`config.mk`:
```
export PLATFORM = sky130hd
export DESIGN_NAME = grid_collapse
export DESIGN_NICKNAME = d
export VERILOG_FILES = /design/src/rtl/grid_collapse.sv
export SDC_FILE = /design/constraint.sdc
export NUM_CORES = 1
export LEC_CHECK = 0
export BUFFER_PORTS_ARGS = -buffer_cell sky130_fd_sc_hd__buf_2
export CAP_MARGIN = 20
export CORE_UTILIZATION = 55
export DETAILED_ROUTE_END_ITERATION = 10
export PLACE_DENSITY = 0.79
export SYNTH_ARGS = -nofsm -noshare
export SYNTH_HDL_FRONTEND = slang
export SYNTH_SLANG_ARGS = --single-unit
export TNS_END_PERCENT = 30
```
`constraint.sdc`:
```
create_clock -name clk -period 4.3 [get_ports clk]
set_input_delay 0.215 -clock clk [delete_from_list [all_inputs] [get_ports clk]]
set_output_delay 0.215 -clock clk [all_outputs]
set_load 0.1 [all_outputs]
```
`src/rtl/grid_collapse.sv`:
```
// 4x3 playfield owner: merges dropped pieces, clears full rows one at a time,
// collapses the rows above each cleared row and keeps a saturating line count.
module grid_collapse #(
    parameter int unsigned LINES_W = 8
) (
    input  logic               clk,
    input  logic               rst_n,
    input  logic               in_valid,
    output logic               in_ready,
    input  logic [11:0]        piece,
    output logic [11:0]        grid,
    output logic [2:0]         row_cleared,
    output logic               collide,
    output logic               done,
    output logic [LINES_W-1:0] lines
);

    localparam logic [1:0] S_IDLE  = 2'd0;
    localparam logic [1:0] S_CHECK = 2'd1;
    localparam logic [1:0] S_CLEAR = 2'd2;
    localparam logic [1:0] S_SHIFT = 2'd3;

    localparam logic [LINES_W-1:0] LINES_ONE = {{(LINES_W-1){1'b0}}, 1'b1};
    localparam logic [LINES_W-1:0] LINES_MAX = {LINES_W{1'b1}};

    logic [1:0]         state_q, state_d;
    logic [11:0]        grid_q, grid_d;
    logic [1:0]         row_q, row_d;
    logic [LINES_W-1:0] lines_q, lines_d;
    logic [2:0]         row_cleared_q, row_cleared_d;
    logic               collide_q, collide_d;
    logic               done_q, done_d;
    logic [2:0]         row_full;

    assign row_full[0] = &grid_q[3:0];
    assign row_full[1] = &grid_q[7:4];
    assign row_full[2] = &grid_q[11:8];

    always_comb begin
        // NOTE: every variable gets a default before the case so no path leaves it unassigned (no latches).
        state_d       = state_q;
        grid_d        = grid_q;
        row_d         = row_q;
        lines_d       = lines_q;
        row_cleared_d = 3'b000;
        collide_d     = 1'b0;
        done_d        = 1'b0;

        case (state_q)
            S_IDLE: begin
                if (in_valid) begin
                    if ((grid_q & piece) != 12'h000) begin
                        collide_d = 1'b1;
                    end else begin
                        grid_d  = grid_q | piece;
                        state_d = S_CHECK;
                    end
                end
            end
            S_CHECK: begin
                // Top row wins when several rows are full at once.
                if (row_full[0]) begin
                    row_d   = 2'd0;
                    state_d = S_CLEAR;
                end else if (row_full[1]) begin
                    row_d   = 2'd1;
                    state_d = S_CLEAR;
                end else if (row_full[2]) begin
                    row_d   = 2'd2;
                    state_d = S_CLEAR;
                end else begin
                    done_d  = 1'b1;
                    state_d = S_IDLE;
                end
            end
            S_CLEAR: begin
                case (row_q)
                    2'd0:    begin grid_d[3:0]  = 4'h0; row_cleared_d = 3'b001; end
                    2'd1:    begin grid_d[7:4]  = 4'h0; row_cleared_d = 3'b010; end
                    default: begin grid_d[11:8] = 4'h0; row_cleared_d = 3'b100; end
                endcase
                if (lines_q != LINES_MAX) begin
                    lines_d = lines_q + LINES_ONE;
                end
                state_d = S_SHIFT;
            end
            default: begin  // S_SHIFT: rows above the cleared one drop by one
                case (row_q)
                    2'd0: begin
                        grid_d[3:0] = 4'h0;
                    end
                    2'd1: begin
                        grid_d[7:4] = grid_q[3:0];
                        grid_d[3:0] = 4'h0;
                    end
                    default: begin
                        grid_d[11:8] = grid_q[7:4];
                        grid_d[7:4]  = grid_q[3:0];
                        grid_d[3:0]  = 4'h0;
                    end
                endcase
                state_d = S_CHECK;
            end
        endcase
    end

    always_ff @(posedge clk or negedge rst_n) begin
        if (!rst_n) begin
            state_q       <= S_IDLE;
            grid_q        <= 12'h000;
            row_q         <= 2'd0;
            lines_q       <= '0;
            row_cleared_q <= 3'b000;
            collide_q     <= 1'b0;
            done_q        <= 1'b0;
        end else begin
            // NOTE: non-blocking assignments so every register updates from pre-edge values.
            state_q       <= state_d;
            grid_q        <= grid_d;
            row_q         <= row_d;
            lines_q       <= lines_d;
            row_cleared_q <= row_cleared_d;
            collide_q     <= collide_d;
            done_q        <= done_d;
        end
    end

    assign in_ready    = (state_q == S_IDLE);
    assign grid        = grid_q;
    assign row_cleared = row_cleared_q;
    assign collide     = collide_q;
    assign done        = done_q;
    assign lines       = lines_q;

endmodule

```
### Word-level counts from Yosys, hierarchy flattened

Index checks and enable logic that the tools add are counted.

| operators by class | value |
|---|---|
| bitwise operators | 3 |
| $add $sub $neg | 1 |
| reduce and logical (&&, ||, !) cells | 14 |
| equality and inequality tests | 11 |
| muxes and demuxes | 26 |

Operators with widths:

| kind | number |
|---|---|
| $pmux W12 S3 | 1 |
| $mux W12 | 2 |
| $mux W4 | 5 |
| $mux W2 | 8 |
| $reduce_and A4 Y1 | 4 |
| $and A12 B12 Y12 | 1 |
| $or A12 B12 Y12 | 1 |
| $reduce_bool A12 Y1 | 1 |
| $ne A2 B2 Y1 const B | 5 |
| $reduce_and A5 Y1 | 2 |
| $add A8 B1 Y8 const B | 1 |
| $ne A8 B8 Y1 const B | 1 |
| $mux W1 | 7 |
| $pmux W2 S3 | 1 |
| $pmux W3 S2 | 1 |
| $reduce_and A2 Y1 | 3 |
| $eq A2 B1 Y1 const B | 2 |
| $logic_not A2 Y1 | 2 |
| $mux W3 | 1 |
| $ne A3 B2 Y1 const B | 1 |
| $reduce_bool A3 Y1 | 1 |
| $eq A2 B2 Y1 const B | 1 |
| $ne A2 B1 Y1 const B | 1 |
| $reduce_or A2 Y1 | 1 |
| $not A1 Y1 | 1 |

| storage, ports and cells | value |
|---|---|
| output and inout bits | 26 |
| register bits after elaboration | 29 |
| bits of input ports | 15 |

### Depth between registers and ports, before layout

| depth | value |
|---|---|
| depth in word-level cells | 5 |
| mapped depth | 7 |

### Least setup slack after synthesis

Ideal clock, no wire load.

| timing | value |
|---|---|
| path type | register -> register |
| start | reg state_q[0] |
| end | reg state_q[1] |
| library setup time | 0.125 ns |
| stages on the path, launching flop included | 6 |
| slack | 1.997 ns |
| data required time | 4.175 ns |
| arrival time | 2.178 ns |
| period minus slack after synthesis | 2.303 ns |
| path buffers | 0 |
| cells stage by stage | dfrtp_1 > inv_1 > ha_1 > inv_1 > a31oi_4 > mux2_4 |

| on the way | value |
|---|---|
| cells in the longest elaborated chain, start to end | 3 |

RTL lines:

| what | RTL line | source |
|---|---|---|
| start, declared | 26 | `logic [1:0] state_q, state_d;` |
| start signal, assigned | 118 | `state_q <= state_d;` |
| $logic_not A2 Y1 (*) | - |  |
| net in_ready | 9 | `output logic in_ready,` |
| $ne A2 B2 Y1 (no source line) | - |  |
| $reduce_and A2 Y1 (no source line) | - |  |

The timed path passes the listed nets; every way through them passes the cells marked *.
A chain may end at the register's enable or synchronous reset.

### Worst setup path after layout

| timing | value |
|---|---|
| start | reg state_q[0] |
| end | reg grid_q[7] (netlist: grid[7]) |

| on the way | value |
|---|---|
| cells in the longest elaborated chain, start to end | 3 |

RTL lines:

| what | RTL line | source |
|---|---|---|
| $eq A2 B2 Y1, or another cell as far along | 49 | `case (state_q)` |
| $ne A3 B2 Y1 (no source line), or another cell as far along | - |  |
| $reduce_and A5 Y1 (no source line) | - |  |
| end signal, assigned | 119 | `grid_q <= grid_d;` |
| end, declared | 27 | `logic [11:0] grid_q, grid_d;` |

Parallel ways exist; a longest one is shown, timed or not.

==> out/qor.csv <==
metric,value,unit
Worst Path Required,4.51,ns
crit-path cells,"inv_1, ha_1, a211oi_1, o221ai_1, o211ai_1, o21ai_0",
critical path's slowest cell,a211oi_1,
first drt pass iteration count,4,
Synth Cell Area,1570,sq um
Hold Slack,0.122,ns
Final Worst Setup Slack,2.33,ns
number of global-route vias before repair,1247,
Port Buffers,40,
cts bufs inserted,5,
Max Slew Vio Count,0,
"CP delay by family, top",compound AO/OA/AOI/OAI gates,
ant diodes,0,
Post-Route WL,3530,microns
worst path bufs/invs,1,
Final Setup Violations,0,
YS warnings,0,
Worst Tran Pin Value,0.646,ns
GRT Total Usage,24.4,%
hpwl dp,2520,microns
Residual DRC,0,
worst slack at placement,2.37,ns
first-pass GRT wire length,5690,microns
Hold Crit Class,primary input to register,
layout cell share with drive strength beyond 1,26.6,%
effective utilization at floorplan,57.5,%
critical path launch point type,register,
CTS H-Tree Depth,2,
Yosys reg bits,29,
Max Cap Viol,0,
Clock Pin Slew Worst Setup and Hold Paths,0.10,ns
status,finished clean,
CTS max path bufs,2,
fin crit period,1.97,ns
final instance area,1850,sq um
register area share after synthesis,46.2,%
setup TNS,0,ns
Final Skew,0.0127,ns
CTS tree,done,
Wirelength per Cell,15.1,microns
Async SR Flop Fraction,100,%
nets@finish,222,
vias per cell,5.88,
# IOs,41,
Highest Clock Rate,508,MHz
die height,55.5,microns
critical-path maximum fanout,17,
grt total ovfl,0,
mean post-synth cell area,9.88,sq um
Layout area overhead,17.8,%
root buffer cell,clkbuf_4,
critical path type,register to register,
"Arr. time, crit path",2.18,ns
Rel. slew slack,57.0,%
clk sink count,29,
initial antenna violation count,0,
fin crit share,45.8,%
Crit path largest cell delay,0.50,ns
Worst setup EP type,register,
unrepaired setup endpoints after global routing,false,
GPL Wtd Cong,0.843,
Post-Syn Nets,179,
Synth Flop Type,dfrtp_1,
Vias,1375,
row count,19,
final hold violation count,0,
clock latency on the worst-skew pair,0.33,ns
number of synthesized flops with an enable pin,0,
Post-Place Cell Area,1790,sq um
core region area,2730,sq um
Gate Count Post-Synth,159,
Synth cell types,36,
Die ar.,3080,sq um
largest net degree at the start of global routing,30,
Chip Width,55.5,microns
initial DRC count,80,
Antenna Nets Post-Route,0,
[registers in the layout, indices dropped and copies added (netlist names)]
| register | cells |
|---|---|
| grid | 12 |
| row_cleared | 3 |
| state_q | 2 |
| done | 1 |
| collide | 1 |
| row_q | 2 |
| lines | 8 |
[placed cells by master, fill, tap and decap left out, drive strengths merged]
master and instances:
o221ai 4, and2 2, buf 40, nand2b 1, xor2 4, a211oi 1, nand2 20, o21bai 1
mux2i 1, dlygate4sd3 1, and4 1, nor4 1, nor3 3, nand4 4, a21oi 3, a31oi 2
xnor2 3, a221oi 2, o31ai 5, nand3 3, a22o 4, dfrtp 29, inv 16, clkbuf 6
o211ai 5, and3 1, a311oi 1, nor3b 2, mux2 2, a41oi 1, o21ai 21, ha 5
clkinv 2, nor2 6
[worst paths after layout]
path,endpoint,start,cells past startpoint,slack (ns)
min in group asynchronous,row_q[0]$_DFFE_PN0P_,rst_n,2,0.43
min reg2reg,lines[5]$_DFFE_PN0P_,lines[5]$_DFFE_PN0P_,1,0.50
max,grid[7]$_DFFE_PN0P_,state_q[0]$_DFFE_PN0P_,6,2.33
max reg2reg,grid[7]$_DFFE_PN0P_,state_q[0]$_DFFE_PN0P_,6,2.33
max in group asynchronous,lines[1]$_DFFE_PN0P_,rst_n,2,3.44
min,grid[1]$_DFFE_PN0P_,piece[1],3,0.12
[logic make-up after synthesis]
logic type      share of synthesized area (%)
flops                                    46.2
simple gates                             13.5
mux                                      2.31
xor+xnor                                 3.90
fa+ha+maj                                3.98
buf+inv                                  5.18
compound gates                           24.9
[cells in the mapped netlist, types with 4 or more instances]
cell type  instances  area (sq um)
a22o_1             4          35.0
dfrtp_1           29           726
ha_1               5          62.6
inv_1             16          60.1
nand2_1           20          75.1
nand4_1            4          25.0
nor2_1             6          22.5
o211ai_1           5          37.5
o21ai_0           21           105
o221ai_1           4          35.0
o31ai_1            4          30.0
xor2_1             4          35.0
[routing by layer]
layer  vias up  part of all wire [%]  global-route usage, %
met5         -                     0                      0
met4         0                   2.2                   12.9
met3         7                   5.0                   5.39
met2        48                    47                   37.0
met1       663                    46                   32.8
li1        657                     -                      -
[repair_timing]
| action | 4_1_cts | 5_1_grt |
|---|---|---|
| endpoints found under the hold margin | 29 | 0 |
| hold buffers | 1 | 0 |
| setup endpoints to repair | 0 | 0 |
| resized for setup | 0 | 0 |
| buffers inserted | 0 | 0 |
[worst min-delay path, cell delays in order]
cell	delay [ns]
buf_2	0.10
nand2_1	0.05
o21ai_0	0.06
[layout make-up]
| class | count | area [sq um] |
|---|---|---|
| Multi-Input combinational cell | 109 | 764 |
| Clock buffer | 6 | 41.3 |
| Tap cell | 31 | 38.8 |
| Clock inverter | 2 | 10.0 |
| Fill cell | 234 | 883 |
| Sequential cell | 29 | 726 |
| Inverter | 16 | 60.1 |
| Timing Repair Buffer | 41 | 210 |
[stage by stage]
step / instances / util [%]
2_1_floorplan: 159 / -
3_3_place_gp: 225 / 65.4
3_5_place_dp: 225 / 65.4
4_1_cts: 234 / 67.7
5_1_grt: 234 / 67.7
6_report: 234 / 67.7
Power is not shown: default switching activity piles up to over one toggle a cycle in this logic, so the estimate is an artifact.
